$ cat src/rtl/pc_fetch_unit.sv
// pc_fetch_unit: holds the PC, fetches over req/gnt/rvalid and hands instructions to decode.
module pc_fetch_unit #(
  parameter logic [31:0] RESET_PC = 32'h0000_0000,
  parameter logic [7:0]  TIMEOUT  = 8'd255
) (
  input  logic        clk,
  input  logic        reset,
  input  logic [31:0] npc_i,
  input  logic        npc_we_i,
  output logic        imem_req_o,
  output logic [31:0] imem_addr_o,
  input  logic        imem_gnt_i,
  input  logic        imem_rvalid_i,
  input  logic [31:0] imem_rdata_i,
  output logic [31:0] inst_o,
  output logic [31:0] pc_o,
  output logic [31:0] pc4_o,
  output logic        inst_valid_o,
  input  logic        inst_ready_i,
  output logic        misalign_o,
  output logic        bus_err_o,
  output logic [31:0] instret_o
);
  typedef enum logic [2:0] {FETCH, WAIT, HOLD, EXEC, ERR} state_t;
  state_t      state;
  logic [31:0] pc;
  logic [7:0]  cnt;
  logic        retire;
  assign retire      = npc_we_i && (state == EXEC || (state == HOLD && inst_ready_i));
  assign imem_addr_o = pc;
  assign pc_o        = pc;
  assign pc4_o       = pc + 32'd4;
  // Request is registered: FETCH spends one idle cycle raising it, giving 3 cycles per instruction.
  always_ff @(posedge clk or negedge reset) begin
    if (!reset) begin
      state        <= FETCH;
      pc           <= RESET_PC;
      cnt          <= 8'd0;
      inst_o       <= 32'd0;
      inst_valid_o <= 1'b0;
      imem_req_o   <= 1'b0;
      misalign_o   <= 1'b0;
      bus_err_o    <= 1'b0;
      instret_o    <= 32'd0;
    end else begin
      case (state)
        FETCH:
          if (!imem_req_o) imem_req_o <= 1'b1;
          else if (imem_gnt_i) begin
            imem_req_o <= 1'b0;
            if (imem_rvalid_i) begin
              inst_o       <= imem_rdata_i;
              inst_valid_o <= 1'b1;
              state        <= HOLD;
            end else begin
              cnt   <= 8'd0;
              state <= WAIT;
            end
          end
        WAIT:
          if (imem_rvalid_i) begin
            inst_o       <= imem_rdata_i;
            inst_valid_o <= 1'b1;
            state        <= HOLD;
          end else if (cnt + 8'd1 == TIMEOUT) begin
            bus_err_o <= 1'b1;
            state     <= ERR;
          end else cnt <= cnt + 8'd1;
        HOLD:
          if (inst_ready_i) begin
            inst_valid_o <= 1'b0;
            if (!npc_we_i) state <= EXEC;
          end
        EXEC, ERR: ;
        default: state <= ERR;
      endcase
      if (retire) begin
        instret_o <= instret_o + 32'd1;
        if (npc_i[1:0] == 2'b00) begin
          pc    <= npc_i;
          state <= FETCH;
        end else begin
          misalign_o <= 1'b1;
          state      <= ERR;
        end
      end
    end
  end
endmodule
$ cat config.mk
export PLATFORM = sky130hd
export DESIGN_NAME = pc_fetch_unit
export DESIGN_NICKNAME = d
export VERILOG_FILES = /design/src/rtl/pc_fetch_unit.sv
export SDC_FILE = /design/constraint.sdc
export NUM_CORES = 1
export LEC_CHECK = 0
export ABC_AREA = 1
export BUFFER_PORTS_ARGS = -buffer_cell sky130_fd_sc_hd__clkbuf_2
export CAP_MARGIN = 40
export CORE_MARGIN = 3
export CORE_UTILIZATION = 50
export CTS_CLUSTER_SIZE = 10
export DETAILED_ROUTE_END_ITERATION = 10
export PLACE_DENSITY_LB_ADDON = 0.05
export SYNTH_ARGS = -nofsm -noshare
export SYNTH_HDL_FRONTEND = slang
export SYNTH_SLANG_ARGS = --single-unit
$ cat constraint.sdc
create_clock -name clk -period 2.4 [get_ports clk]
set_clock_uncertainty 0.05 [all_clocks]
set_input_delay 0.6 -clock clk [delete_from_list [all_inputs] [get_ports clk]]
set_output_delay 0.6 -clock clk [all_outputs]
set_load 0.1 [all_outputs]
## Word-level counts from Yosys, hierarchy flattened

Cells that the tools add are included.

- Equal/unequal tests: 17
- $add $sub $neg: 3
- Bitwise gates (word level): 2
- Multiplexer cells: 27
- Reduce and logical (&&, ||, !) cells: 15

Operator list:

| operator | count |
|---|---|
| 32-bit 2-to-1 mux | 3 |
| 32-bit case mux with 2 select lines | 1 |
| 8-bit 2-to-1 mux | 5 |
| 32-bit by 1-bit adder with 32-bit output (second input constant) | 1 |
| 32-bit by 3-bit adder with 32-bit output (second input constant) | 1 |
| 3-bit 2-to-1 mux | 8 |
| 8-bit case mux with 2 select lines | 1 |
| 2-bit inequality test (second input constant) | 7 |
| 3-bit inequality test (second input constant) | 4 |
| 3-bit case mux with 4 select lines | 1 |
| 6-bit AND reduction | 2 |
| 8-bit by 1-bit adder with 8-bit output (second input constant) | 1 |
| 8-bit equality test (second input constant) | 1 |
| 3-bit by 2-bit equality test with 1-bit output (second input constant) | 2 |
| 1-bit 2-to-1 mux | 6 |
| 3-bit AND reduction | 2 |
| 4-bit inequality test (second input constant) | 1 |
| 2-bit AND reduction | 2 |
| 4-bit AND reduction | 1 |
| 3-bit by 1-bit equality test with 1-bit output (second input constant) | 1 |
| 3-bit equality test (second input constant) | 1 |
| 3-bit zero test | 1 |
| 1-bit case mux with 3 select lines | 1 |
| 3-bit nonzero test | 1 |
| other kinds (7) | 9 |

- Register bits after elaboration: 111
- Output and inout port bits: 164
- Logic and storage cells: 73

## Depth between registers and ports, before layout

Gate-level depths: netlist of the first run.

- Depth in word-level cells: 6
- Depth in mapped cells: 12
- Gate-level depth less buffers: 12

## Worst setup path after synthesis of the first run

No wires, ideal clock.

- Path type: flip-flop to output port
- Start point: register pc[3] (netlist: imem_addr_o[3])
- End point: output pc4_o[24]
- Path buffers: 0
- Path slack: -1.943 ns
- Cell stages (with the launch flop): 10
- Data arrival time: 3.693 ns
- Path through: dfrtp_1 ha_1 nand3_2 nor2_1 nand2_1 nor2_2 nand2_1 nor2_2 nand2_1 xnor2_1

- Cells in the longest elaborated chain, start to end: 1

RTL lines:

| element | line | source |
|---|---|---|
| from (decl) | 26 | `logic [31:0] pc;` |
| from (signal assigned) | 80 | `pc <= npc_i;` |
| 32-bit by 3-bit adder with 32-bit output | 32 | `assign pc4_o = pc + 32'd4;` |
| to (decl) | 17 | `output logic [31:0] pc4_o,` |

No other way between the ends.

## Worst setup path in the final report of the first run

- Start point: register pc[5] (netlist: imem_addr_o[5])
- End point: output pc4_o[27]

The elaborated chain is that of the path after synthesis.

==> results of run 1 <==
-- kinds of logic (layout without fill, tap and decap cells) --
logic type,Yosys count,after routing,synth area share
compound gates,31,31,0.0298
fa+ha+maj,4,4,0.00806
simple gates,431,431,0.294
xor+xnor,49,49,0.0691
buf+inv,113,397,0.0936
flops,111,111,0.447
mux,32,32,0.0580
-- cell type report --
class                      instances  share of cell area
tap                              168              0.0216
sequential                       111               0.297
clock buffer                      11              0.0260
clock inverter                     5             0.00477
inverter                          66              0.0268
multi-input combinational        547               0.385
timing repair buffer             315               0.239
-- sequential cells by signal (all words and copies together) (netlist names) --
register	flops
bus_err_o	1
cnt	8
inst_o	32
instret_o	32
imem_addr_o	32
inst_valid_o	1
imem_req_o	1
state	3
misalign_o	1
-- repair_timing --
item	4_1_cts	5_1_grt
endpoints found under the setup margin	24	25
buffers inserted	30	20
gates cloned	0	0
gates resized for setup	55	39
pin swaps	45	35
-- through the flow --
step / std cells / power [mW] / setup TNS, ns / worst slack, ns / utilization
floorplan: 771 / 1.91 / -8.83 / -0.609 / -
global placement: 1159 / 2.01 / 0 / 0.0784 / 0.715
detailed placement: 1160 / 2.02 / 0 / 0.0517 / 0.717
CTS: 1205 / 3.54 / -3.55 / -0.259 / 0.779
global route: 1223 / 3.63 / -6.77 / -0.422 / 0.805
finish: 1223 / 3.52 / -5.25 / -0.363 / 0.805
-- cells in the final DEF, fill, tap and decap left out, types with 5 or more instances in the layout --
cell type    n
mux2_2      32
nand3_1     33
xnor2_4      6
xor2_1      18
nor3_4       8
buf_12      30
nand2_4     12
nor2_1      70
nor3_1      11
dfrtp_4     27
inv_4        5
nor2_4      15
xnor2_1      5
nand2_2     14
nor2_2       8
buf_4       64
o21ai_0     23
xor2_4      18
nand2_1    227
buf_6       15
clkbuf_2   203
nand4_1     14
dfrtp_1     82
clkbuf_16    9
nor3_2       5
inv_2        5
inv_1       55
-- routing by layer --
metal / GRT usage / up-vias / wire, um
met4: 0.160 / 0 / 1090
met5: 0 / - / 0
met2: 0.525 / 295 / 11300
li1: - / 2951 / -
met1: 0.323 / 3103 / 7730
met3: 0.0524 / 81 / 1200
-- path summary, 6_finish.rpt --
check | cells past startpoint | endpoint | slack, ns
min in group clk | 3 | imem_addr_o[21] | 0.39
min reg2reg | 1 | misalign_o | 0.45
max in group asynchronous | 2 | imem_addr_o[13] | 1.57
max reg2reg | 7 | imem_addr_o[27] | 0.43
min | 1 | imem_addr_o[26] | 0.12
max | 8 | pc4_o[27] | -0.36
-- power breakdown --
group | leakage (nW) | internal, mW | total [mW] | switching (mW)
sequential | 1.36 | 1.87 | 1.87 | 0
clock | 0.149 | 0.784 | 1.54 | 0.758
combinational | 3.44 | 0.0482 | 0.111 | 0.0625
total | 4.95 | 2.70 | 3.52 | 0.820
==> results.ini, run 1 <==
[worst_hold_path]
hp-class = in -> async

[drt]
viasPerCell = 5.26
dr.pass1.iters = 5
vias = 6430
route.detailed.drc = 0
dr.first_iter.drc_count = 424
detail-route-antenna-nets = 0
drt-total-wl_um = 21300
drt-wirelength-per-cell_um = 17.4

[sta]
rsz0062_at_grt = true
period_minus_slack_ns = 2.76
setup_viol = 24
fin_crit_sh = 1.15
max_freq_mhz = 362
drv_slew = 0
tightest_slew_ns = 0.593
maxSlewHeadroom = 0.607
fin_ws_ns = -0.363
hold_violations = 0
hold_ws_ns = 0.118

[clock_network]
cts.clk_slew.worst_paths_ns = 0.08
cts_tree = done
cts_root_buf = clkbuf_16
cts_sinks = 111
worstSkewPairLatency_ns = 0.36
ctsHoldBuffers = 0
cts_max_path_buffers = 2
cts_max_level = 3
cts_buffers = 9

[logic_synthesis]
synth_edf_count = 0
synth_top_cell_by_area = dfrtp_1
yosysWarnings = 0
syn-num-nets = 845
synth.area.top_cells = dfrtp_1, nand2_1, mux2_2
netlist.area_leader.share = 0.447
ys_seq_area_frac = 0.447
ys_dominant_reg_cell = dfrtp_1
synth.most_common_cell = nand2_1
synth_area_um2 = 6210
syn_avg_cell_area_um2 = 8.06
synth_cell_type_count = 33
ys_async_sr_fraction = 1.00
syn_inst = 771
synth_commonest_cells = nand2_1, dfrtp_1, nor2_1
synth_seq_cells = 111

[critical_path]
cpPeakStageDelay_ns = 0.47
cp_data_arrival_time_ns = 2.11
end_kind = output pin
crit_slowest_cell = dfrtp_4
worstReg2RegStart = state[0]
start_kind = flop
crit_type = reg -> out
cp_common_cell = nor2_4
cp.required_ns = 1.75
startpoint = imem_addr_o[5]
cp_num_buf_inv = 1
path_delay_family = simple AND/OR/NAND/NOR gates
worstPathCellList = nand2_4 > nor2_4 > nand2_4 > nor2_4 > nand4_1 > nor2_4 > xor2_4 > buf_12
cp_max_fo = 4

[run]
cap_violations = 0

[cells_and_area]
nNetsFinal = 1124
postLayoutCellArea_um2 = 9710
seq_area_um2 = 2880
antenna_cells = 0
area_delta_synth_final_pct = 56.3
multi_input_area_um2 = 3740
layout-drive-gt1-share = 0.477
fillers = 774

[floorplanning]
die_y_um = 117
fp.dieW_um = 117
rows = 40
dieArea_um2 = 13800
core_area_um2 = 12100
initial_core_util = 0.515
io_pins = 234

[power]
leakagePower_nw = 4.95
powerDensity_nw_per_um2 = 363
peakVddDrop_mv = 0.310

[global_route]
grt.total_usage = 0.290
antenna_found_initial = 0
grt_overflow = 0
grt_pass1_vias = 6415
grt_pass1_wl_um = 32400
grt_max_degree = 48

[outcome]
status = finished with violations
violations = setup timing

[place]
portBuffers = 233
place_congestion = 0.914
post_dp_cell_area_um2 = 8650
dp_hpwl_um = 14600

No activity file was read; power rests on OpenSTA's default activity.
==> run 2: changes to the inputs <==
==> constraint.sdc (replaced) <==
create_clock -name clk -period 3.45 [get_ports clk]
set_clock_uncertainty 0.05 [all_clocks]
set_input_delay 0.8625 -clock clk [delete_from_list [all_inputs] [get_ports clk]]
set_output_delay 0.8625 -clock clk [all_outputs]
set_load 0.1 [all_outputs]
==> run 2 against run 1 <==
Net effect:
- the flow now finishes without violations
- total power shrank 31%
- flip-flop and latch count is the same
- clock power shrank 32%
- sequential power shrank 30%
- critical path depth shrank 2
- non-clock buffer count shrank 76
- critical path type unchanged
- largest power group unchanged
- highest routed layer unchanged
==> results.ini, run 2 (synthesized netlist as in run 1, its figures left out) <==
[power]
p_int_mw = 1.85  ; -31%
powerDensity_nw_per_um2 = 300  ; -17%
peakVddDrop_mv = 0.282  ; -8.9%
leakagePower_nw = 4.23  ; -15%
p_total_mw = 2.42  ; -31%
pwr-share-comb = 0.030  ; about the same
power_frac_clock = 0.434  ; -0.004
power.switching_mw = 0.575  ; -30%
seq_power_share = 0.536  ; +0.005
p_sw_frac = 0.237  ; +0.00405

[critical_path]
cp_data_arrival_time_ns = 2.38  ; +0.27 ns
cp_max_fo = 6  ; +2
end_kind = output pin
cp.required_ns = 2.54  ; +0.79 ns
crit_type = reg -> out
start_kind = flop

[floorplanning]
rows = 40  ; unchanged
initial_core_util = 0.515  ; unchanged
fp.dieW_um = 117  ; unchanged
core_area_um2 = 12100  ; unchanged
die_y_um = 117  ; unchanged
dieArea_um2 = 13800  ; unchanged
io_pins = 234  ; unchanged

[sta]
hold_ws_ns = 0.443  ; +0.325 ns
hold_violations = 0  ; unchanged
setup_viol = 0  ; -100%
drv_slew = 0  ; unchanged
max_freq_mhz = 303
fin_crit_sh = 0.955
tightest_slew_ns = 0.810  ; +0.217 ns
period_minus_slack_ns = 3.30
maxSlewHeadroom = 0.460  ; -0.146
rsz0062_at_grt = false
timing.setup.tns_ns = 0  ; +5.25 ns

[clock_network]
ctsHoldBuffers = 0  ; unchanged
cts.clk_slew.worst_paths_ns = 0.08  ; about the same
cts_buffers = 9  ; unchanged
worstSkewPairLatency_ns = 0.35  ; about the same
cts_max_path_buffers = 2  ; unchanged
cts_max_level = 3  ; unchanged
cts_sinks = 111  ; unchanged
cts_root_buf = clkbuf_16
cts_tree = done

[drt]
vias = 5613  ; -13%
viasPerCell = 4.89  ; -6.9%
dr.pass1.iters = 4  ; -1
dr.first_iter.drc_count = 292  ; -31%
detail-route-antenna-nets = 0  ; unchanged
route.detailed.drc = 0  ; unchanged
drt-wirelength-per-cell_um = 14.9  ; -15%
drt-total-wl_um = 17000  ; -20%

[cells_and_area]
postLayoutCellArea_um2 = 8080  ; -17%
final_common_cell = nand2_1
layout_common_cells = nand2_1, clkbuf_2, dfrtp_1
area_delta_synth_final_pct = 30.0
antenna_cells = 0  ; unchanged
layout-drive-gt1-share = 0.358  ; -0.119
nNetsFinal = 1048  ; -6.8%

[global_route]
antenna_found_initial = 0  ; unchanged
grt_pass1_vias = 5523  ; -14%
grt.total_usage = 0.248  ; -0.0422
grt_pass1_wl_um = 27900  ; -14%
grt_overflow = 0  ; unchanged
grt_max_degree = 63  ; +31%

[place]
place_congestion = 0.932  ; +2.0%
dp_hpwl_um = 13200  ; -9.3%
post_dp_cell_area_um2 = 7730  ; -11%
portBuffers = 233  ; unchanged

[run]
cap_violations = 0  ; unchanged

[outcome]
status = finished, final reports clean

[worst_hold_path]
hp-class = reg -> reg

-- run 2: cell type report --
type	instances	area, um^2
fillers	1090	3990
multi-input cells	547	3200
flip-flops and latches	111	2800
repair buffers	239	1320
inverters	66	248
clock buffers	10	229
well taps	168	210
clock inverters	6	72.6
-- run 2: what timing repair did --
item / in CTS / in global routing
setup endpoints to repair: 1 / 6
gates resized for setup: 1 / 15
pin swaps: 0 / 1
setup buffers: 0 / 1
-- run 2: worst paths after layout --
kind,from,end,slack [ns],cells after the start
min,bus_err_o,bus_err_o,0.44,1
max,imem_addr_o[18],pc4_o[21],0.15,6
min in group asynchronous,reset,cnt[7],0.54,1
min reg2reg,bus_err_o,bus_err_o,0.44,1
max reg2reg,state[0],instret_o[20],1.24,9
max in group asynchronous,reset,instret_o[16],2.10,2
-- run 2: critical path, stage by stage, from the launching register on --
cell      delay (ns)
dfrtp_1         0.55
nand2_1         0.13
inv_1           0.13
nand3_1         0.11
nor3_1          0.44
xor2_4          0.19
clkbuf_2        0.48
-- run 2: layer usage --
layer	GRT usage	vias to the layer above	share of wire
met5	0	-	0
met4	0.0593	0	0.014
met3	0.0610	16	0.059
met2	0.436	181	0.51
met1	0.310	2620	0.42
li1	-	2796	-
-- run 2: metrics by stage --
stage / setup slack [ns] / instances / utilization
3_5_place_dp: 0.339 / 1130 / 0.641
2_1_floorplan: -0.0290 / 771 / -
5_1_grt: 0.0172 / 1147 / 0.670
3_3_place_gp: 0.313 / 1130 / 0.641
6_report: 0.155 / 1147 / 0.670
4_1_cts: 0.00843 / 1146 / 0.667
-- run 2: power groups by stage --
stage / registers (mW) / clock network (mW) / logic [mW]
floorplan: 1.33 / 0 / 0.00313
CTS: 1.30 / 1.08 / 0.0750
finish: 1.30 / 1.05 / 0.0725
detailed placement: 1.33 / 0 / 0.0743
global route: 1.30 / 1.13 / 0.0827
global placement: 1.33 / 0 / 0.0733
==> run 3: changes to the inputs <==
--- a/config.mk
+++ b/config.mk
@@ -10,8 +10,9 @@
 export CAP_MARGIN = 40
 export CORE_MARGIN = 3
 export CORE_UTILIZATION = 50
-export CTS_CLUSTER_SIZE = 10
+export CTS_CLUSTER_SIZE = 30
 export DETAILED_ROUTE_END_ITERATION = 10
+export GPL_TIMING_DRIVEN = 0
 export PLACE_DENSITY_LB_ADDON = 0.05
 export SYNTH_ARGS = -nofsm -noshare
 export SYNTH_HDL_FRONTEND = slang
==> run 3 against run 2 <==
Net effect:
- utilization grew 2.4 points
- flip-flop and latch count is the same
- die area is the same
- combinational power shrank 0.8%
- hold slack lost 0.11 ns
- critical path type unchanged
==> results.ini, run 3 (synthesized netlist as in run 1, its figures left out) <==
[sta]
tightest_slew_ns = 0.576  ; -0.234 ns
fin_crit_sh = 0.965  ; +0.00977
rsz0062_at_grt = true
period_minus_slack_ns = 3.33  ; +0.0337 ns
setup_viol = 0  ; unchanged
maxSlewHeadroom = 0.617  ; +0.157
max_freq_mhz = 300  ; -1.0%
drv_slew = 0  ; unchanged
hold_violations = 0  ; unchanged
timing.setup.tns_ns = 0  ; unchanged
fin_ws_ns = 0.121  ; -0.0337 ns

[cells_and_area]
layout_common_cells = nand2_1, clkbuf_2, dfrtp_1
postLayoutCellArea_um2 = 8360  ; +3.5%
antenna_cells = 0  ; unchanged
layout-drive-gt1-share = 0.384  ; +0.0261
fillers = 1034  ; -5.1%
area_delta_synth_final_pct = 34.6
final_common_cell = nand2_1
nNetsFinal = 1091  ; +4.1%

[outcome]
status = finished, final reports clean

[floorplanning]
core_area_um2 = 12100  ; unchanged
initial_core_util = 0.515  ; unchanged
io_pins = 234  ; unchanged
die_y_um = 117  ; unchanged
fp.dieW_um = 117  ; unchanged
dieArea_um2 = 13800  ; unchanged
rows = 40  ; unchanged

[drt]
drt-wirelength-per-cell_um = 14.5  ; -2.7%
viasPerCell = 4.86  ; -0.76%
detail-route-antenna-nets = 0  ; unchanged
vias = 5779  ; +3.0%
drt-total-wl_um = 17200  ; +0.95%
route.detailed.drc = 0  ; unchanged
dr.first_iter.drc_count = 344  ; +18%
dr.pass1.iters = 4  ; unchanged

[clock_network]
cts_max_level = 3  ; unchanged
worstSkewPairLatency_ns = 0.35  ; about the same
cts_max_path_buffers = 2  ; unchanged
cts_buffers = 9  ; unchanged
cts_root_buf = clkbuf_16
ctsHoldBuffers = 0  ; unchanged
cts_sinks = 111  ; unchanged
cts_tree = done
cts.clk_slew.worst_paths_ns = 0.08  ; about the same

[global_route]
grt_pass1_wl_um = 28100  ; +0.72%
grt.total_usage = 0.252  ; +0.00407
grt_max_degree = 87  ; +38%
grt_pass1_vias = 5546  ; +0.42%
grt_overflow = 0  ; unchanged
antenna_found_initial = 0  ; unchanged

[critical_path]
cp_data_arrival_time_ns = 2.42  ; +0.04 ns
end_kind = output pin
cp_max_fo = 5  ; -1
cp.required_ns = 2.54  ; about the same
ff2ff_path_depth = 7  ; -2
crit_type = reg -> out
start_kind = flop

[power]
powerDensity_nw_per_um2 = 291  ; -3.2%
leakagePower_nw = 4.42  ; +4.6%
peakVddDrop_mv = 0.340  ; +20%

[place]
place_congestion = 0.889  ; -4.6%
place_ws_ns = 0.0547  ; -0.285 ns
dp_hpwl_um = 13400  ; +1.6%
portBuffers = 233  ; unchanged
post_dp_cell_area_um2 = 7970  ; +3.1%

[run]
cap_violations = 0  ; unchanged

[worst_hold_path]
hp-class = in -> async

==> run 3: final timing paths <==
| path | startpoint | slack [ns] | endpoint |
|---|---|---|---|
| min in group clk | bus_err_o | 0.43 | bus_err_o |
| max in group asynchronous | reset | 2.33 | imem_addr_o[14] |
| hold reg to reg | bus_err_o | 0.43 | bus_err_o |
| setup / recovery | imem_addr_o[3] | 0.12 | pc4_o[20] |
| hold / removal | reset | 0.33 | cnt[1] |
| setup reg to reg | state[2] | 1.62 | inst_o[6] |
==> run 3: area by class of cell <==
class / count / area [um^2] / area share
multi-input combinational: 547 / 3220 / 0.385
sequential: 111 / 2800 / 0.334
timing repair buffer: 235 / 1260 / 0.150
buffer: 47 / 334 / 0.0400
inverter: 66 / 248 / 0.0296
clock buffer: 10 / 229 / 0.0274
tap: 168 / 210 / 0.0251
clock inverter: 6 / 70.1 / 0.00838
==> run 3: power breakdown <==
group,switching [mW],total (mW),internal (mW)
clock,0.538,1.06,0.520
sequential,0,1.30,1.30
combinational,0.0394,0.0719,0.0326
total,0.578,2.43,1.85
==> run 3: metal layers <==
| layer | vias to the layer above | global-route usage | wire length [um] | part of all wire |
|---|---|---|---|---|
| met5 | - | 0 | 0 | 0 |
| met4 | 0 | 0.0667 | 176 | 0.010 |
| met3 | 12 | 0.0649 | 1110 | 0.065 |
| met2 | 178 | 0.452 | 8860 | 0.52 |
| met1 | 2708 | 0.303 | 7050 | 0.41 |
| li1 | 2881 | - | - | - |
==> run 3: critical path, cell delays in order (launching register included) <==
cell and delay [ns]:
dfrtp_4 0.45, ha_1 0.20, nand3_2 0.16, nor2_1 0.15, nand2_2 0.13, nor2_4 0.17, nand2_1 0.14, nor2_4 0.18
xor2_4 0.14, clkbuf_4 0.34
==> run 3: timing repair <==
action | CTS | global route
resized for setup | 13 | 17
buffers inserted | 0 | 1
pin swaps | 0 | 1
endpoints found under the setup margin | 9 | 12
==> run 3: stage by stage <==
| stage | power, mW | std cells | utilization | hold WS (ns) |
|---|---|---|---|---|
| floorplan | 1.33 | 771 | - | 0.414 |
| global placement | 1.39 | 1172 | 0.658 | 0.414 |
| detailed placement | 1.40 | 1173 | 0.661 | 0.415 |
| CTS | 2.47 | 1189 | 0.690 | 0.324 |
| global route | 2.52 | 1190 | 0.693 | 0.331 |
| finish | 2.43 | 1190 | 0.693 | 0.331 |
